==> src/rtl/arb_pkg.sv <==
// Shared types and constants for the I-cache/D-cache memory port arbiter.
package arb_pkg;

   localparam int DEF_ADDR_W = 28;
   localparam int DEF_DATA_W = 128;

   typedef enum logic [1:0] {
      IDLE = 2'd0,
      BUSY = 2'd1,
      ACK  = 2'd2
   } arb_state_t;

   localparam logic REQ_IC = 1'b0;
   localparam logic REQ_DC = 1'b1;

endpackage

==> src/rtl/rr_pick2.sv <==
// Combinational two-way round-robin picker: req[0] is the I-cache, req[1] the D-cache.
module rr_pick2 (
   input  logic [1:0] req,
   input  logic       last,
   output logic       valid,
   output logic       winner
);

   // On a tie the requester that did not win last time goes next
   always_comb begin
      valid = |req;
      if (&req) begin
         winner = ~last;
      end else begin
         winner = req[1];
      end
   end

endmodule

==> src/rtl/mem_port_arbiter.sv <==
// Shares one off-chip memory port between the I-cache and D-cache engines.
// Optional watchdog on stalled memory transactions: define ARB_TIMEOUT_EN.
module mem_port_arbiter
   import arb_pkg::*;
#(
   parameter int ADDR_W      = DEF_ADDR_W,
   parameter int DATA_W      = DEF_DATA_W,
   parameter int TIMEOUT_CYC = 1023
) (
   input  logic              clk_i,
   input  logic              rst_i,
   input  logic              ic_req_i,
   input  logic              ic_wen_i,
   input  logic [ADDR_W-1:0] ic_addr_i,
   input  logic [DATA_W-1:0] ic_wdata_i,
   output logic [DATA_W-1:0] ic_rdata_o,
   output logic              ic_ack_o,
   input  logic              dc_req_i,
   input  logic              dc_wen_i,
   input  logic [ADDR_W-1:0] dc_addr_i,
   input  logic [DATA_W-1:0] dc_wdata_i,
   output logic [DATA_W-1:0] dc_rdata_o,
   output logic              dc_ack_o,
   output logic              mem_read_o,
   output logic              mem_write_o,
   output logic [ADDR_W-1:0] mem_addr_o,
   output logic [DATA_W-1:0] mem_wdata_o,
   input  logic [DATA_W-1:0] mem_rdata_i,
   input  logic              mem_ready_i,
   output logic              grant_sel_o,
   output logic              busy_o,
   output logic              err_o
);

   arb_state_t        state;
   logic              last_grant;
   logic              pick_valid;
   logic              pick_winner;
   logic              win_wen;
   logic [ADDR_W-1:0] win_addr;
   logic [DATA_W-1:0] win_wdata;
   logic [DATA_W-1:0] done_data;
   logic              timeout;

`ifdef ARB_TIMEOUT_EN
   localparam logic [9:0] TO_LAST = 10'(TIMEOUT_CYC - 1);
   logic [9:0] to_cnt;

   assign timeout = (to_cnt == TO_LAST);
`else
   assign timeout = 1'b0;
   assign err_o   = 1'b0;
`endif

   rr_pick2 u_pick (
      .req    ({dc_req_i, ic_req_i}),
      .last   (last_grant),
      .valid  (pick_valid),
      .winner (pick_winner)
   );

   // Steer the winning requester's command onto the latch inputs
   always_comb begin
      if (pick_winner == REQ_DC) begin
         win_wen   = dc_wen_i;
         win_addr  = dc_addr_i;
         win_wdata = dc_wdata_i;
      end else begin
         win_wen   = ic_wen_i;
         win_addr  = ic_addr_i;
         win_wdata = ic_wdata_i;
      end
   end

   // A watchdog expiry returns zero data instead of the bus value
   always_comb begin
      if (mem_ready_i) begin
         done_data = mem_rdata_i;
      end else begin
         done_data = '0;
      end
   end

   // Arbitration FSM; every output it drives is a register
   always_ff @(posedge clk_i or posedge rst_i) begin
      if (rst_i) begin
         state       <= IDLE;
         last_grant  <= REQ_IC;
         grant_sel_o <= REQ_IC;
         busy_o      <= 1'b0;
         mem_read_o  <= 1'b0;
         mem_write_o <= 1'b0;
         mem_addr_o  <= '0;
         mem_wdata_o <= '0;
         ic_rdata_o  <= '0;
         dc_rdata_o  <= '0;
         ic_ack_o    <= 1'b0;
         dc_ack_o    <= 1'b0;
`ifdef ARB_TIMEOUT_EN
         to_cnt      <= 10'd0;
         err_o       <= 1'b0;
`endif
      end else begin
         ic_ack_o <= 1'b0;
         dc_ack_o <= 1'b0;
`ifdef ARB_TIMEOUT_EN
         err_o    <= 1'b0;
`endif
         case (state)
            IDLE: begin
               if (pick_valid) begin
                  state       <= BUSY;
                  busy_o      <= 1'b1;
                  grant_sel_o <= pick_winner;
                  last_grant  <= pick_winner;
                  mem_addr_o  <= win_addr;
                  mem_wdata_o <= win_wdata;
                  mem_read_o  <= ~win_wen;
                  mem_write_o <= win_wen;
`ifdef ARB_TIMEOUT_EN
                  to_cnt      <= 10'd0;
`endif
               end else begin
                  state <= IDLE;
               end
            end
            BUSY: begin
               if (mem_ready_i || timeout) begin
                  state       <= ACK;
                  mem_read_o  <= 1'b0;
                  mem_write_o <= 1'b0;
`ifdef ARB_TIMEOUT_EN
                  err_o       <= ~mem_ready_i;
`endif
                  if (grant_sel_o == REQ_DC) begin
                     dc_rdata_o <= done_data;
                     dc_ack_o   <= 1'b1;
                  end else begin
                     ic_rdata_o <= done_data;
                     ic_ack_o   <= 1'b1;
                  end
               end else begin
                  state <= BUSY;
`ifdef ARB_TIMEOUT_EN
                  to_cnt <= to_cnt + 10'd1;
`endif
               end
            end
            ACK: begin
               state  <= IDLE;
               busy_o <= 1'b0;
            end
            default: begin
               state       <= IDLE;
               busy_o      <= 1'b0;
               mem_read_o  <= 1'b0;
               mem_write_o <= 1'b0;
            end
         endcase
      end
   end

endmodule
==> config.mk <==
export PLATFORM = sky130hd
export DESIGN_NAME = mem_port_arbiter
export DESIGN_NICKNAME = d
export VERILOG_FILES = /design/src/rtl/arb_pkg.sv /design/src/rtl/rr_pick2.sv /design/src/rtl/mem_port_arbiter.sv
export SDC_FILE = /design/constraint.sdc
export NUM_CORES = 1
export LEC_CHECK = 0
export ABC_AREA = 1
export CAP_MARGIN = 20
export CORE_AREA = 2 2 338 340
export CTS_CLUSTER_DIAMETER = 30
export DETAILED_ROUTE_END_ITERATION = 7
export DIE_AREA = 0 0 340 342
export GPL_TIMING_DRIVEN = 0
export PLACE_DENSITY = 0.4
export SYNTH_ARGS = -nofsm -noshare
export SYNTH_HDL_FRONTEND = slang
export SYNTH_HIERARCHICAL = 1
export SYNTH_SLANG_ARGS = --single-unit
==> constraint.sdc <==
create_clock -name clk_i -period 30.5 [get_ports clk_i]
set_input_delay 9.15 -clock clk_i [delete_from_list [all_inputs] [get_ports clk_i]]
set_output_delay 9.15 -clock clk_i [all_outputs]
set_load 0.02 [all_outputs]
==> results.cfg <==
[clock_tree]
clkTransAtPathRegs_ns = 0.04
cts_setup_buffers = 0
cts_hold_buffers = 0
cts_resized = 0
cts_max_level = 4
numCtsBuffers = 138
clock_sinks = 420
cts_buffer_depth = 3
root_buffer = clkbuf_16
cts_tree = built
clock_latency_ns = 0.71

[power]
power_density_nw_per_um2 = 120
ir_worst_vdd_v = 0.0000480
p_leak_uw = 0.0160
power_uw = 3970

[timing]
setup_viol = 0
hold_viol = 0
hold_slack_ns = 0.469
skew_ns = 0.0290
tightest_slew_ns = 0.870
rsz0062_at_grt = no
min_period_over_period_pct = 36.8
drv_slew = 0
slew-limit-headroom_pct = 42.0
period_needed_ns = 11.22
max_freq_ghz = 0.0891
fin_tns_setup_ns = 0

[global_route]
grt_first_pass_wirelength_microns = 130000
grt_max_degree = 114
grt-ovfl-total = 0
first_global_vias = 18500
antenna_found_initial = 6
grt_use_total_pct = 15.4

[worst_setup_path]
cpMaxStageDelayCell = buf_2
end_kind = flop
cp.buffers_inverters = 5
critPathKind = primary input to flop
cp_common_cell = nand2_1
cpLargestDelayFamily = buffers and inverters
setup.worst_path.start_class = primary input
cp.depth = 10
crit_fanout = 10
slowest_delay_ns = 0.61
worstPathArrival_ns = 11.84
reg2regPathDepth = 9
cp_cell_sequence = clkdlybuf4s50_1 -> a21oi_1 -> buf_4 -> inv_2 -> buf_2 -> buf_2 -> nand2_1 -> nand2_1 -> nand2_1 -> nand2_1
worstPathRequired_ns = 31.12

[die]
initial_core_util_pct = 15.5
ioPinCount = 866
die-area_sq_um = 116000
core_area_sq_um = 113000
die_h_microns = 342
num_rows = 124
die_x_microns = 340

[drt]
drt_pre_antenna_iters = 4
totalWireLength_microns = 91200
via_per_inst = 3.70
drt.antenna.violating_nets = 0
drc = 0
dr_total_vias = 17700
drtIter0Drc = 750
routedWlPerCell_microns = 19.0

[placed_design]
hpwl_microns = 71500
gp_congestion = 0.802
io_buffers = 864
placed_cells = 4541

[finish]
fillers = 12100
area_delta_synth_final_pct = 88.7
nNetsFinal = 3616
drive_gt1_share_pct = 10.6
final_common_cell = nand2_1
final_cell_mix = 1,209 x nand2_1, 864 x clkdlybuf4s50_1, 420 x dfrtp_1
final_cells = 4795

[outcome]
outcome = completed

[min_path]
holdPathStages = 2
holdCritPathClass = flop to flop

[yosys]
yosysSeqAreaShare_pct = 59.8
ys_types = 19
yosys_warnings = 6
synthCells = 2162
postSynthAreaPerCell_sq_um = 8.12
synth_seq_cells = 420
synth.cell_area_sq_um = 17600
synth_fp_nets = 2609

[job]
drv_cap = 0
## metrics by stage
stage	util (%)	cell area [sq um]	setup WS, ns
2_1_floorplan	-	17600	9.66
3_3_place_gp	24.8	28100	2.20
3_5_place_dp	24.9	28200	18.45
4_1_cts	29.3	33100	19.20
5_1_grt	29.3	33100	19.13
6_report	29.3	33100	19.28
## logic make-up (layout without fill, tap and decap cells)
family | after synthesis | count (layout) | synth area share [%]
other cells | 1 | 4 | 0.0213
simple gates | 1216 | 1216 | 26.1
compound gates | 260 | 260 | 7.41
buf+inv | 265 | 1383 | 6.59
flops | 420 | 420 | 59.8
## final timing paths
check / startpoint / endpoint / slack [ns]
max in group asynchronous: rst_i / mem_wdata_o[107] / 19.94
max: ic_req_i / mem_wdata_o[12] / 19.28
min: mem_read_o / mem_read_o / 0.47
min in group asynchronous: rst_i / dc_rdata_o[81] / 9.01
min reg2reg: mem_read_o / mem_read_o / 0.47
max reg2reg: last_grant / mem_wdata_o[12] / 27.78
## metal layers
layer,vias to the layer above,track usage (%),wire length [microns],part of all wire [%]
met5,-,0,0,0
met1,8183,17.8,36800,40
met2,702,26.1,44600,49
li1,8709,-,-,-
met3,146,5.33,6860,7.5
met4,0,5.82,2930,3.2
## Yosys cell counts
master / instances / area [sq um]
nor3_1: 1 / 5.00
buf_6: 1 / 11.3
nand3_4: 1 / 17.5
nand3_1: 1 / 5.00
inv_2: 4 / 15.0
buf_2: 97 / 485
nand2_2: 1 / 6.26
o21ai_0: 76 / 380
dfrtp_1: 420 / 10500
clkbuf_1: 19 / 71.3
o21ai_1: 183 / 916
buf_4: 9 / 67.6
nand2_1: 1209 / 4540
nor2_4: 1 / 11.3
or2_1: 1 / 6.26
nor2_1: 1 / 3.75
a21oi_1: 1 / 5.00
inv_1: 135 / 507
conb_1: 1 / 3.75
## worst register-to-register path, cell delays in order, from the launching register on
cell and delay (ns):
dfrtp_1 0.40, a21oi_1 0.14, buf_4 0.19, inv_2 0.15, buf_2 0.39, buf_2 0.62, nand2_1 0.15, nand2_1 0.42
nand2_1 0.12, nand2_1 0.08
## report_power, final
part / total [uW] / internal [uW] / switching [uW]
combinational: 1530 / 638 / 895
sequential: 959 / 817 / 142
clock: 1480 / 1050 / 424
## area by class of cell
| cell class | instances | area [sq um] | share of cell area, % |
|---|---|---|---|
| timing repair buffer | 867 | 8730 | 26.3 |
| multi-input combinational | 1477 | 5900 | 17.8 |
| tap | 1512 | 1890 | 5.71 |
| clock inverter | 56 | 901 | 2.72 |
| inverter | 139 | 529 | 1.60 |
| antenna | 3 | 7.51 | 0.0226 |
| sequential | 420 | 10500 | 31.7 |
| clock buffer | 195 | 4040 | 12.2 |
| buffer | 126 | 637 | 1.92 |
## registers in the layout (all words and copies together), names as in the netlist
register / count
mem_read_o: 1
last_grant: 1
mem_wdata_o: 128
ic_rdata_o: 128
dc_rdata_o: 128
mem_write_o: 1
dc_ack_o: 1
ic_ack_o: 1
state: 2
mem_addr_o: 28
busy_o: 1
(Power assumes the default switching activity.)
